$ cat src/rtl/mem_arb_pkg.sv
// Shared types and defaults for the two-requester memory port arbiter.
package mem_arb_pkg;

    typedef enum logic [1:0] {
        IDLE  = 2'd0,
        CMD   = 2'd1,
        WDATA = 2'd2
    } arb_state_e;

    localparam int DEF_TAG_W   = 4;
    localparam int DEF_DATA_W  = 128;
    localparam int DEF_BEATS   = 4;
    localparam int DEF_MAX_OUT = 8;
    localparam int ADDR_W      = 26;

    // Downstream tags carry the requester ID just above the upstream tag bits.
    function automatic int rid_bit(input int tag_w);
        return tag_w;
    endfunction

endpackage

$ cat src/rtl/mem_arb_out_tracker.sv
// Per-requester outstanding-read counter; a read line retires on its last response beat.
module mem_arb_out_tracker
    import mem_arb_pkg::*;
#(
    parameter int BEATS   = DEF_BEATS,
    parameter int MAX_OUT = DEF_MAX_OUT
) (
    input  logic host_clk,
    input  logic reset,
    input  logic rd_issue_i,
    input  logic resp_beat_i,
    output logic can_read_o
);

    localparam int BW = (BEATS > 1) ? $clog2(BEATS) : 1;
    localparam int CW = $clog2(MAX_OUT) + 1;

    logic [BW-1:0] rbeat_q, rbeat_d;
    logic [CW-1:0] out_cnt_q, out_cnt_d;
    logic          line_done;
    logic          inc, dec;

    always_comb begin
        rbeat_d   = rbeat_q;
        line_done = 1'b0;
        if (resp_beat_i) begin
            if (rbeat_q == BW'(BEATS - 1)) begin
                rbeat_d   = '0;
                line_done = 1'b1;
            end else begin
                rbeat_d = rbeat_q + 1'b1;
            end
        end
    end

    // A stray line with nothing outstanding must not wrap the counter.
    assign inc = rd_issue_i;
    assign dec = line_done && ((out_cnt_q != '0) || inc);

    always_comb begin
        out_cnt_d = out_cnt_q;
        if (inc && !dec) begin
            out_cnt_d = out_cnt_q + 1'b1;
        end else if (!inc && dec) begin
            out_cnt_d = out_cnt_q - 1'b1;
        end
    end

    always_ff @(posedge host_clk) begin
        if (reset) begin
            rbeat_q   <= '0;
            out_cnt_q <= '0;
        end else begin
            rbeat_q   <= rbeat_d;
            out_cnt_q <= out_cnt_d;
        end
    end

    assign can_read_o = (out_cnt_q < CW'(MAX_OUT));

endmodule

$ cat src/rtl/mem_port_arbiter.sv
// Round-robin arbiter sharing one MemIO port between the core (r0) and a host loader (r1).
module mem_port_arbiter
    import mem_arb_pkg::*;
#(
    parameter int TAG_W   = DEF_TAG_W,
    parameter int DATA_W  = DEF_DATA_W,
    parameter int BEATS   = DEF_BEATS,
    parameter int MAX_OUT = DEF_MAX_OUT
) (
    input  logic              host_clk,
    input  logic              reset,

    input  logic              r0_cmd_valid,
    output logic              r0_cmd_ready,
    input  logic [25:0]       r0_cmd_addr,
    input  logic [TAG_W-1:0]  r0_cmd_tag,
    input  logic              r0_cmd_rw,
    input  logic              r0_data_valid,
    output logic              r0_data_ready,
    input  logic [DATA_W-1:0] r0_data_bits,
    output logic              r0_resp_valid,
    input  logic              r0_resp_ready,
    output logic [DATA_W-1:0] r0_resp_data,
    output logic [TAG_W-1:0]  r0_resp_tag,

    input  logic              r1_cmd_valid,
    output logic              r1_cmd_ready,
    input  logic [25:0]       r1_cmd_addr,
    input  logic [TAG_W-1:0]  r1_cmd_tag,
    input  logic              r1_cmd_rw,
    input  logic              r1_data_valid,
    output logic              r1_data_ready,
    input  logic [DATA_W-1:0] r1_data_bits,
    output logic              r1_resp_valid,
    input  logic              r1_resp_ready,
    output logic [DATA_W-1:0] r1_resp_data,
    output logic [TAG_W-1:0]  r1_resp_tag,

    output logic              m_cmd_valid,
    input  logic              m_cmd_ready,
    output logic [25:0]       m_cmd_addr,
    output logic [TAG_W:0]    m_cmd_tag,
    output logic              m_cmd_rw,
    output logic              m_data_valid,
    input  logic              m_data_ready,
    output logic [DATA_W-1:0] m_data_bits,
    input  logic              m_resp_valid,
    output logic              m_resp_ready,
    input  logic [DATA_W-1:0] m_resp_data,
    input  logic [TAG_W:0]    m_resp_tag
);

    localparam int RID = rid_bit(TAG_W);
    localparam int WB  = (BEATS > 1) ? $clog2(BEATS) : 1;

    arb_state_e          state_q;
    logic                gnt_q;
    logic                prio_q;
    logic [WB-1:0]       wbeat_q;
    logic                wdone_q;
    logic                cmd_valid_q;
    logic [ADDR_W-1:0]   cmd_addr_q;
    logic [TAG_W:0]      cmd_tag_q;
    logic                cmd_rw_q;

    logic can_read0, can_read1;
    logic elig0, elig1, pick1;
    logic cmd_hs, data_phase, data_hs, last_beat;
    logic resp_sel;

    assign elig0 = r0_cmd_valid && (r0_cmd_rw || can_read0);
    assign elig1 = r1_cmd_valid && (r1_cmd_rw || can_read1);
    assign pick1 = elig1 && (!elig0 || prio_q);

    assign cmd_hs = cmd_valid_q && m_cmd_ready;

    // The bridge wants write data alongside the command, so the data mux opens in CMD too.
    assign data_phase = ((state_q == CMD) || (state_q == WDATA)) && cmd_rw_q && !wdone_q;
    assign data_hs    = m_data_valid && m_data_ready;
    assign last_beat  = data_hs && (wbeat_q == WB'(BEATS - 1));

    assign m_cmd_valid = cmd_valid_q;
    assign m_cmd_addr  = cmd_addr_q;
    assign m_cmd_tag   = cmd_tag_q;
    assign m_cmd_rw    = cmd_rw_q;

    assign r0_cmd_ready = cmd_valid_q && !gnt_q && m_cmd_ready;
    assign r1_cmd_ready = cmd_valid_q &&  gnt_q && m_cmd_ready;

    assign m_data_valid  = data_phase && (gnt_q ? r1_data_valid : r0_data_valid);
    assign m_data_bits   = data_phase ? (gnt_q ? r1_data_bits : r0_data_bits) : '0;
    assign r0_data_ready = data_phase && !gnt_q && m_data_ready;
    assign r1_data_ready = data_phase &&  gnt_q && m_data_ready;

    assign resp_sel      = m_resp_tag[RID];
    assign r0_resp_valid = m_resp_valid && !resp_sel;
    assign r1_resp_valid = m_resp_valid &&  resp_sel;
    assign r0_resp_data  = m_resp_data;
    assign r1_resp_data  = m_resp_data;
    assign r0_resp_tag   = m_resp_tag[TAG_W-1:0];
    assign r1_resp_tag   = m_resp_tag[TAG_W-1:0];
    assign m_resp_ready  = resp_sel ? r1_resp_ready : r0_resp_ready;

    always_ff @(posedge host_clk) begin
        if (reset) begin
            state_q     <= IDLE;
            gnt_q       <= 1'b0;
            prio_q      <= 1'b0;
            wbeat_q     <= '0;
            wdone_q     <= 1'b0;
            cmd_valid_q <= 1'b0;
            cmd_addr_q  <= '0;
            cmd_tag_q   <= '0;
            cmd_rw_q    <= 1'b0;
        end else begin
            if (data_hs) begin
                wbeat_q <= last_beat ? '0 : wbeat_q + 1'b1;
            end
            case (state_q)
                IDLE: begin
                    if (elig0 || elig1) begin
                        gnt_q       <= pick1;
                        cmd_valid_q <= 1'b1;
                        cmd_addr_q  <= pick1 ? r1_cmd_addr : r0_cmd_addr;
                        cmd_tag_q   <= {pick1, (pick1 ? r1_cmd_tag : r0_cmd_tag)};
                        cmd_rw_q    <= pick1 ? r1_cmd_rw : r0_cmd_rw;
                        wdone_q     <= 1'b0;
                        state_q     <= CMD;
                    end
                end
                CMD: begin
                    if (last_beat) begin
                        wdone_q <= 1'b1;
                    end
                    if (cmd_hs) begin
                        cmd_valid_q <= 1'b0;
                        prio_q      <= ~prio_q;
                        // A write whose whole line already went out with the command is finished.
                        if (!cmd_rw_q || wdone_q || last_beat) begin
                            wdone_q <= 1'b0;
                            state_q <= IDLE;
                        end else begin
                            state_q <= WDATA;
                        end
                    end
                end
                WDATA: begin
                    if (last_beat) begin
                        state_q <= IDLE;
                    end
                end
                default: state_q <= IDLE;
            endcase
        end
    end

    mem_arb_out_tracker #(
        .BEATS   (BEATS),
        .MAX_OUT (MAX_OUT)
    ) u_trk0 (
        .host_clk    (host_clk),
        .reset       (reset),
        .rd_issue_i  (cmd_hs && !gnt_q && !cmd_rw_q),
        .resp_beat_i (m_resp_valid && m_resp_ready && !resp_sel),
        .can_read_o  (can_read0)
    );

    mem_arb_out_tracker #(
        .BEATS   (BEATS),
        .MAX_OUT (MAX_OUT)
    ) u_trk1 (
        .host_clk    (host_clk),
        .reset       (reset),
        .rd_issue_i  (cmd_hs && gnt_q && !cmd_rw_q),
        .resp_beat_i (m_resp_valid && m_resp_ready && resp_sel),
        .can_read_o  (can_read1)
    );

endmodule

$ cat config.mk
export PLATFORM = sky130hd
export DESIGN_NAME = mem_port_arbiter
export DESIGN_NICKNAME = d
export VERILOG_FILES = /design/src/rtl/mem_arb_pkg.sv /design/src/rtl/mem_arb_out_tracker.sv /design/src/rtl/mem_port_arbiter.sv
export SDC_FILE = /design/constraint.sdc
export NUM_CORES = 1
export LEC_CHECK = 0
export BUFFER_PORTS_ARGS = -buffer_cell sky130_fd_sc_hd__buf_2
export CAP_MARGIN = 20
export CORE_AREA = 2 2 347 349
export DETAILED_ROUTE_END_ITERATION = 16
export DIE_AREA = 0 0 349 351
export PLACE_DENSITY = 0.3
export SLEW_MARGIN = 25
export SYNTH_ARGS = -nofsm -noshare
export SYNTH_HDL_FRONTEND = slang
export SYNTH_SLANG_ARGS = --single-unit
$ cat constraint.sdc
create_clock -name host_clk -period 3.3 [get_ports host_clk]
set_input_delay 0.495 -clock host_clk [delete_from_list [all_inputs] [get_ports host_clk]]
set_output_delay 0.495 -clock host_clk [all_outputs]
set_load 0.01 [all_outputs]
==> impl_metrics.csv, run 1 <==
group,metric,value,unit
critical_path,cpLargestDelayFamily,"simple AND/OR/NAND/NOR gates",
final_layout,final_common_cell,"buf_2",
outcome,outcome,"complete, no violations",
power_and_ir_drop,seq_power_share,25.2,%
placed_design,dp.cells,2466,
sta,hold_slack,0.484,ns
critical_path,worstPathCellList,"nor2b_1, and3_4, buf_12, buf_12, a22o_1, buf_2",
synthesis,synthCells,715,
global_routing,use_met1,9.36,%
hold_path,hp-class,"reg -> reg",
final_layout,fin_cells,2485,
critical_path,slowest_stage,"and3_4",
critical_path,critPathKind,"reg -> out",
synthesis,ys.flop_type,"dfxtp_1",
placed_design,portBuffers,498,
synthesis,synth_seq_area_share,17.1,%
global_routing,globalRouteMet3Util,9.10,%
final_layout,layout_common_cells,"buf_2 (498), a22o_1 (129), dfxtp_1 (51)",
job,cap_viol_max_count,0,
final_layout,drive_above_1_share,57.8,%
detailed_routing,routed_wl,61.9,mm
power_and_ir_drop,combPwrFrac,55.9,%
floorplanning,die_y,351,um
hold_path,worst_hold_path.num_cells,2,
floorplanning,initial_core_util,5.03,%
global_routing,grt_pass1_wl,72.5,mm
critical_path,r2r_cells,8,
placed_design,gp_congestion,0.778,
detailed_routing,ant_nets,0,
sta,finalClockSkew,0.0132,ns
clock_tree,clock_path_buffers,2,
critical_path,slowest_delay,0.48,ns
floorplanning,die_area,122000,sq um
critical_path,critical_path_peak_fanout,32,
critical_path,critPathLaunchType,"flop",
final_layout,final_area,8600,sq um
power_and_ir_drop,internal-power,1.89,mW
critical_path,timing.critical_path.buf_inv,3,
final_layout,fill_cells,14100,
clock_tree,cts_setup_buffers,0,
global_routing,grt-busiest-layer,"met2",
power_and_ir_drop,switching_share,44.0,%
detailed_routing,wl_per_cell,24.9,um
floorplanning,io-pin-count,895,
sta,rsz0062_at_grt,"false",
sta,setup_tns,0,ns
global_routing,grt_max_degree,110,
synthesis,ys_warn_count,0,
floorplanning,fp.coreArea,119000,sq um
detailed_routing,route.vias.total,6676,
critical_path,path_depth,6,
sta,setup-violations-final,0,
synthesis,ys_ff_latch,51,
floorplanning,die_w,349,um
final_layout,area_delta_synth_final,43.7,%
detailed_routing,drt_iter0_markers,405,
sta,fin_crit,3.03,ns
sta,period_share,91.8,%
synthesis,yosys.cell_types.count,48,
sta,slew_headroom,47.4,%
detailed_routing,drc,0,
global_routing,gr-total-overflow,0,
synthesis,synthArstFlopShare,0,%
clock_tree,clockRootBuffer,"clkbuf_16",
synthesis,synth.net_count,1189,
power_and_ir_drop,power_switching,1.49,mW
critical_path,cp-end-kind,"output port",
global_routing,antenna_found_initial,73,
clock_tree,postCtsResizedCells,0,
critical_path,cp.required,2.80,ns
synthesis,synth-edff-count,0,
sta,timing.final.hold_violations,0,
synthesis,synth_area_leaders,"buf_4 (34%), a22o_1 (19%), dfxtp_1 (17%), mux2i_1 (6.5%), a211oi_1 (4.3%)",
clock_tree,clock_sink_count,51,
global_routing,first_global_vias,6205,
placed_design,place_area,8400,sq um
power_and_ir_drop,peakVddDrop,262,uV
final_layout,nets,1399,
clock_tree,cts_hold_buf,0,
clock_tree,cts_inserted_buffers,5,
detailed_routing,dr.pass1.iters,5,
synthesis,syn-cell-area,5980,sq um
global_routing,met2_usage,13.4,%
power_and_ir_drop,power_frac_clock,18.9,%
synthesis,post-synth-top-area-fraction,33.6,%
clock_tree,clk_pin_slew,0.08,ns
critical_path,critPathArrivalTime,2.53,ns
detailed_routing,viasPerCell,2.69,
clock_tree,clk-insertion-delay-late,0.32,ns
final_layout,seq_area,1020,sq um
clock_tree,h-tree-depth,2,
final_layout,multiInputGateArea,2730,sq um
power_and_ir_drop,p_per_area,393,nW/um^2
sta,tightest_slew,0.783,ns
power_and_ir_drop,leakagePower,3.96,nW
synthesis,synth_largest_area_cell,"buf_4",
floorplanning,num_rows,127,
critical_path,crit_top_cell,"buf_12",
global_routing,grt_use_total,9.37,%
synthesis,avgSynthCellArea,8.37,sq um
clock_tree,cts_tree,"done",
sta,drv_slew,0,
sta,fmax,330,MHz
placed_design,dp_hpwl,56.7,mm
==> power groups by stage <==
stage               sequential, mW  combinational (mW)  clock (mW)
CTS                          0.856                1.91       0.693
detailed placement           0.866                1.91           0
global route                 0.871                2.06       0.697
floorplan                    0.904                1.28           0
finish                       0.851                1.89       0.640
global placement             0.868                1.94           0
==> metrics by stage <==
stage	power, mW	utilization, %	worst slack (ns)
CTS	3.46	7.20	0.231
finish	3.38	7.22	0.271
global route	3.63	7.21	0.0916
global placement	2.81	7.06	0.666
floorplan	2.18	-	1.04
detailed placement	2.78	7.06	0.611
==> cells in the mapped netlist (2+ instances only) <==
cell and number:
nor3_1 6, a21oi_1 36, clkbuf_1 22, nor2b_1 3, nor3b_1 2, a21o_1 3, a2111oi_0 3, a211oi_1 34
nand4_1 4, nor4_1 2, nand3_1 3, o311ai_0 2, mux2_2 2, buf_4 268, a22o_1 129, o21ai_0 6
and3_2 2, nand2_1 11, nand2b_1 3, mux2i_1 39, o311a_1 2, buf_2 23, xnor2_1 2, and2_1 5
dfxtp_1 51, inv_1 8, fa_1 2, nor2_1 13, ha_1 10
==> per-layer routing <==
layer	share of wire, %	wire (um)
met1	34	21100
met2	41	25200
met3	22	13400
met4	3.3	2050
met5	0.39	244
==> cells by family (layout without fill, tap and decap cells) <==
kind of cell	count (synthesis)	in the layout	synth area share, %
XOR/XNOR	3	3	0.439
buffers and inverters	322	532	37.5
multiplexers	41	41	6.90
AO/OA/AOI/OAI	223	223	29.6
flip-flops	51	51	17.1
AND/OR/NAND/NOR	63	63	5.75
other	0	12	0
adder cells (fa/ha/maj)	12	12	2.76
==> final timing paths <==
path,from,endpoint,slack (ns)
worst max-delay path,m_cmd_rw,m_data_bits[110],0.27
worst min-delay path,wbeat_q[0],wbeat_q[0],0.48
worst max register to register,gnt_q,u_trk1.out_cnt_q[3],0.75
worst min register to register,wbeat_q[0],wbeat_q[0],0.48
==> registers in the layout, indices dropped and copies added (netlist names), 2 cells and up <==
register,count
u_trk1.out_cnt_q,4
m_cmd_tag,4
u_trk1.rbeat_q,2
u_trk0.rbeat_q,2
u_trk0.out_cnt_q,4
m_cmd_addr,26
state_q,2
wbeat_q,2
==> worst min-delay path, cell delays in order (launching register included) <==
cell and delay (ns):
dfxtp_1 0.33, nand2_1 0.06, a21oi_1 0.06
==> layout make-up <==
type	instances	share of cell area, %
Antenna cell	12	0.349
Clock buffer	5	1.46
Clock inverter	2	0.437
Inverter	8	0.349
Multi-Input combinational cell	342	31.8
Sequential cell	51	11.9
Tap cell	1548	22.5
Timing Repair Buffer	517	31.2
Note: power is estimated with default switching activity, not from simulation.
==> run 2: changes to the inputs <==
CTS_CLUSTER_DIAMETER = 200   (was unset)
MAX_ROUTING_LAYER = met4   (was unset)
clock period = 2.66 ns   (was 3.3 ns; I/O delays follow)
==> run 2 against run 1 <==
Net effect:
- via count shrank 0.13%
- sequential cell count is the same
- total power grew 26%
- clock power grew 13%
- sequential power grew 23%
- die area is the same
==> impl_metrics.csv, run 2 (synthesized netlist as in run 1, its figures left out) <==
group,metric,value,unit
outcome,outcome,"complete, no violations",
clock_tree,clk_pin_slew,0.09,ns
floorplanning,die_y,351,um
critical_path,r2r_cells,8,
sta,drv_slew,0,
critical_path,slowest_delay,0.39,ns
power_and_ir_drop,switching_share,44.4,%
placed_design,dp.cells,2475,
final_layout,fill_cells,14100,
clock_tree,clock_path_buffers,2,
clock_tree,h-tree-depth,2,
critical_path,worstPathCellList,"nor2b_2, nand2_1, nor2_4, buf_12, buf_16, a22o_1, buf_2",
final_layout,post-route-util,7.40,%
critical_path,critPathLaunchType,"flop",
sta,setup-violations-final,0,
hold_path,worst_hold_path.num_cells,3,
final_layout,area_delta_synth_final,47.2,%
power_and_ir_drop,seq_power_share,24.9,%
detailed_routing,top_layer_used,"met4",
sta,period_share,95.4,%
floorplanning,die_area,122000,sq um
sta,timing.final.hold_violations,0,
critical_path,slowest_stage,"dfxtp_1",
clock_tree,cts_tree,"done",
critical_path,critPathArrivalTime,2.14,ns
critical_path,cp-end-kind,"output port",
hold_path,min_from,"r1_cmd_addr[10]",
detailed_routing,routed_wl,62.7,mm
critical_path,critPathKind,"reg -> out",
power_and_ir_drop,p_per_area,482,nW/um^2
global_routing,grt_pass1_wl,73.2,mm
final_layout,nets,1410,
final_layout,seq_area,1020,sq um
placed_design,portBuffers,498,
sta,fmax,394,MHz
critical_path,crit_start,"m_cmd_rw",
clock_tree,clk-insertion-delay-late,0.33,ns
sta,slew_headroom,42.2,%
critical_path,timing.critical_path.buf_inv,3,
floorplanning,die_w,349,um
critical_path,timing.rr.start,"gnt_q",
hold_path,hp-class,"in -> reg",
detailed_routing,drc,0,
power_and_ir_drop,combPwrFrac,58.1,%
global_routing,grt_max_degree,49,
final_layout,largest_reg_flops,26,
floorplanning,fp.coreArea,119000,sq um
global_routing,gr-total-overflow,0,
final_layout,drive_above_1_share,58.7,%
placed_design,gp_congestion,0.765,
global_routing,grt_use_total,9.73,%
clock_tree,clock_sink_count,51,
power_and_ir_drop,power_switching,1.88,mW
sta,finalClockSkew,0.0159,ns
sta,setup_tns,0,ns
power_and_ir_drop,internal-power,2.36,mW
critical_path,cp.required,2.26,ns
clock_tree,cts_setup_buffers,0,
detailed_routing,wl_per_cell,24.9,um
critical_path,cpLargestDelayFamily,"simple AND/OR/NAND/NOR gates",
global_routing,first_global_vias,6233,
power_and_ir_drop,peakVddDrop,248,uV
final_layout,layout_common_cells,"buf_2 (496), a22o_1 (128), dfxtp_1 (51)",
detailed_routing,met1_length,22.4,mm
clock_tree,clockRootBuffer,"clkbuf_16",
detailed_routing,drt_iter0_markers,345,
clock_tree,cts_inserted_buffers,5,
critical_path,critical_path_peak_fanout,24,
critical_path,path_depth,7,
detailed_routing,ant_nets,0,
detailed_routing,wl_met3,12.9,mm
power_and_ir_drop,leakagePower,4.04,nW
critical_path,worst_r2r_endpoint,"u_trk0.out_cnt_q[3]",
global_routing,antenna_found_initial,76,
hold_path,min_to,"m_cmd_addr[10]",
job,cap_viol_max_count,0,
floorplanning,io-pin-count,895,
final_layout,final_common_cell,"buf_2",
final_layout,fin_cells,2516,
detailed_routing,wl_met2,26.0,mm
sta,tightest_slew,0.865,ns
detailed_routing,dr.pass1.iters,4,
sta,fin_crit,2.54,ns
sta,hold_slack,0.404,ns
detailed_routing,route.vias.total,6667,
final_layout,multiInputGateArea,2760,sq um
floorplanning,num_rows,127,
floorplanning,initial_core_util,5.03,%
critical_path,reg2reg_slack,0.25,ns
detailed_routing,viasPerCell,2.65,
placed_design,dp_hpwl,57.0,mm
sta,rsz0062_at_grt,"false",
power_and_ir_drop,power_frac_clock,17.1,%
==> run 2: changes by cell type in the layout (fill, tap and decap cells not counted), sizes merged <==
cell      delta
buf          +8
bufinv       -1
clkbuf       +3
clkinv       +1
clkinvlp     -1
diode       +19
inv          +2
==> run 2: worst max-delay path by stage <==
| stage | endpoint | slack (ns) |
|---|---|---|
| floorplan | u_trk1.out_cnt_q[3] | 0.43 |
| global placement | u_trk0.out_cnt_q[3] | 0.23 |
| detailed placement | u_trk0.out_cnt_q[3] | 0.24 |
| CTS | m_data_bits[44] | 0.01 |
| global route | u_trk0.out_cnt_q[3] | 0.03 |
| finish | m_data_bits[41] | 0.12 |
==> run 2: final cells by class <==
class | count | area share (%)
tap | 1548 | 22.0
inverter | 8 | 0.341
antenna | 31 | 0.881
multi-input combinational | 342 | 31.3
clock buffer | 5 | 1.42
clock inverter | 3 | 0.256
timing repair buffer | 528 | 32.2
sequential | 51 | 11.6
==> run 2: power groups by stage <==
stage | clock [mW] | combinational, mW | sequential [mW]
2_1_floorplan | 0 | 1.58 | 1.12
3_3_place_gp | 0 | 2.46 | 1.07
3_5_place_dp | 0 | 2.42 | 1.07
4_1_cts | 0.774 | 2.43 | 1.06
5_1_grt | 0.794 | 2.70 | 1.08
6_report | 0.724 | 2.46 | 1.05
==> run 2: what timing repair did <==
item                       CTS  global route
hold buffers                 0             0
gates resized for setup      2             6
gates cloned                 0             2
setup endpoints to repair   11            41
==> run 2: metrics by stage <==
step	power [mW]	setup slack, ns	instance area [sq um]
floorplan	2.71	0.431	5980
global placement	3.53	0.235	8480
detailed placement	3.49	0.242	8480
CTS	4.27	0.00982	8640
global route	4.57	0.0319	8790
finish	4.24	0.122	8810
==> run 2: worst reg2reg max path: stages (launching register included) <==
cell and delay, ns:
dfxtp_1 0.51, and4bb_2 0.30, and2_2 0.23, inv_1 0.14, ha_1 0.25, a21o_1 0.20, a2111oi_0 0.39, mux2i_1 0.13
o311ai_0 0.13
==> run 2: per-layer routing <==
metal / up-vias / GRT usage (%)
li1: 2817 / -
met1: 2878 / 9.82
met2: 850 / 13.7
met3: 122 / 8.76
met4: 0 / 2.38
met5: - / -
==> run 3: changes to the inputs <==
CELL_PAD_IN_SITES_DETAIL_PLACEMENT = 1   (was unset)
CELL_PAD_IN_SITES_GLOBAL_PLACEMENT = 2   (was unset)
CORE_AREA = 2 2 346 348   (was 2 2 347 349)
DIE_AREA = 0 0 348 350   (was 0 0 349 351)
MAX_ROUTING_LAYER = unset   (was met4)
PLACE_DENSITY = 0.4   (was 0.3)
==> run 3 against run 2 <==
Net effect:
- critical path depth is 2 higher
- sequential cell count is the same
- routed wire length up 8.8%
- sequential share of layout area decreased by 0.11 points
- worst hold slack gained 0.021 ns
- sequential power barely moved
- critical endpoint is now m_data_bits[9]
- clock power grew 2%
- clock skew shrank 0.0076 ns
- first-iteration DRC count fell by 7.0%
- largest power group unchanged
==> impl_metrics.csv, run 3 (synthesized netlist as in run 1, its figures left out) <==
group,metric,value,unit
sta,setup_tns,0,ns
floorplanning,initial_core_util,5.08,%
sta,finalClockSkew,0.00835,ns
critical_path,critical_path_peak_fanout,8,
final_layout,final_common_cell,"buf_2",
job,cap_viol_max_count,0,
power_and_ir_drop,leakagePower,4.09,nW
clock_tree,clk-insertion-delay-late,0.31,ns
critical_path,slowest_stage,"dfxtp_1",
global_routing,first_global_vias,6989,
sta,hold_slack,0.424,ns
final_layout,layout_common_cells,"buf_2 (496), a22o_1 (127), dfxtp_1 (51)",
sta,setup-violations-final,0,
detailed_routing,drc,0,
hold_path,hp-class,"in -> reg",
power_and_ir_drop,combPwrFrac,59.4,%
detailed_routing,top_layer_used,"met5",
sta,timing.final.hold_violations,0,
floorplanning,io-pin-count,895,
final_layout,multiInputGateArea,2750,sq um
floorplanning,fp.coreArea,118000,sq um
global_routing,antenna_found_initial,78,
floorplanning,die_y,350,um
critical_path,slowest_delay,0.37,ns
clock_tree,clk_pin_slew,0.08,ns
critical_path,crit_top_cell,"buf_12",
sta,drv_slew,0,
floorplanning,die_w,348,um
critical_path,critPathLaunchType,"flop",
power_and_ir_drop,internal-power,2.44,mW
detailed_routing,ant_nets,0,
power_and_ir_drop,seq_power_share,23.9,%
final_layout,fill_cells,14200,
final_layout,drive_above_1_share,59.2,%
detailed_routing,wl_met3,8.98,mm
final_layout,area_delta_synth_final,48.6,%
detailed_routing,dr.pass1.iters,4,
detailed_routing,routed_wl,68.3,mm
clock_tree,clockRootBuffer,"clkbuf_16",
clock_tree,cts_tree,"done",
global_routing,grt_use_total,10.6,%
critical_path,r2r_cells,9,
placed_design,dp_hpwl,62.7,mm
sta,slew_headroom,53.8,%
sta,period_share,94.7,%
clock_tree,clock_sink_count,51,
placed_design,gp_congestion,0.918,
outcome,outcome,"complete, no violations",
detailed_routing,route.vias.total,6799,
power_and_ir_drop,switching_share,44.7,%
critical_path,cp.required,2.26,ns
global_routing,grt_pass1_wl,82.1,mm
power_and_ir_drop,peakVddDrop,247,uV
critical_path,critPathKind,"reg -> out",
clock_tree,h-tree-depth,2,
detailed_routing,wl_per_cell,27.2,um
final_layout,seq_area,1020,sq um
clock_tree,cts_inserted_buffers,5,
clock_tree,clock_path_buffers,2,
power_and_ir_drop,total_power,4.41,mW
placed_design,portBuffers,498,
detailed_routing,drt_iter0_markers,321,
power_and_ir_drop,p_per_area,496,nW/um^2
sta,fmax,397,MHz
sta,rsz0062_at_grt,"false",
global_routing,grt_max_degree,42,
power_and_ir_drop,power_switching,1.98,mW
critical_path,cp-end-kind,"output port",
sta,tightest_slew,0.687,ns
critical_path,critPathArrivalTime,2.12,ns
detailed_routing,wl_met2,31.9,mm
global_routing,gr-total-overflow,0,
detailed_routing,met1_length,22.3,mm
critical_path,worstPathCellList,"inv_1, ha_4, nand2_1, nor2_4, buf_12, buf_4, a22o_1, buf_12, buf_2",
sta,fin_crit,2.52,ns
detailed_routing,viasPerCell,2.71,
final_layout,nets,1419,
power_and_ir_drop,power_frac_clock,16.8,%
final_layout,largest_reg_flops,26,
hold_path,worst_hold_path.num_cells,3,
floorplanning,num_rows,126,
floorplanning,die_area,122000,sq um
## run 3: cell types whose count changed in the layout (fill, tap and decap cells not counted), sizes merged
cell,before,now
buf,525,535
clkinvlp,0,1
diode,31,25
inv,10,8
## run 3: power by group through the flow
stage	Clock (mW)	Combinational, mW	Sequential, mW
4_1_cts	0.798	2.62	1.06
5_1_grt	0.813	2.85	1.08
6_report	0.741	2.62	1.05
3_5_place_dp	0	2.61	1.07
2_1_floorplan	0	1.58	1.12
3_3_place_gp	0	2.61	1.06
## run 3: metrics by stage
stage	utilization [%]	setup slack (ns)	area, sq um	cells
after floorplan	-	0.431	5980	715
after global placement	7.29	0.0274	8580	2471
after detailed placement	7.29	0.122	8580	2471
after CTS	7.43	-0.0175	8750	2479
after global routing	7.53	0.0103	8870	2497
final	7.55	0.141	8890	2507
## run 3: timing repair
action,CTS,global route
gates cloned,0,2
buffers inserted,0,1
hold buffers,0,0
endpoints found under the setup margin,22,78
gates resized for setup,4,3
pin swaps,0,1
## run 3: path summary, 6_finish.rpt
kind	start	endpoint	slack (ns)
max reg2reg	u_trk1.rbeat_q[0]	u_trk1.out_cnt_q[3]	0.29
min reg2reg	wbeat_q[0]	wbeat_q[0]	0.48
max	state_q[0]	m_data_bits[9]	0.14
min	r1_cmd_addr[17]	m_cmd_addr[17]	0.42
## run 3: final cells by class
type	instances	area share [%]
antenna	25	0.704
clock buffer	6	1.56
clock inverter	2	0.183
inverter	8	0.338
multi-input combinational	342	30.9
sequential	51	11.5
tap	1536	21.6
timing repair buffer	537	33.2
## run 3: layer usage
layer	vias to the layer above	track usage (%)
met1	3009	9.87
met4	16	5.03
met2	781	18.2
met5	-	1.96
li1	2825	-
met3	168	6.13
## run 3: critical path, delay by kind of cell, from the launching register on
family	cells	cell delay, ns
buffers and inverters	5	0.71
and+or+nand+nor	2	0.19
adders and majority gates	1	0.29
DFF	1	0.37
AOI/OAI and AO/OA	1	0.22
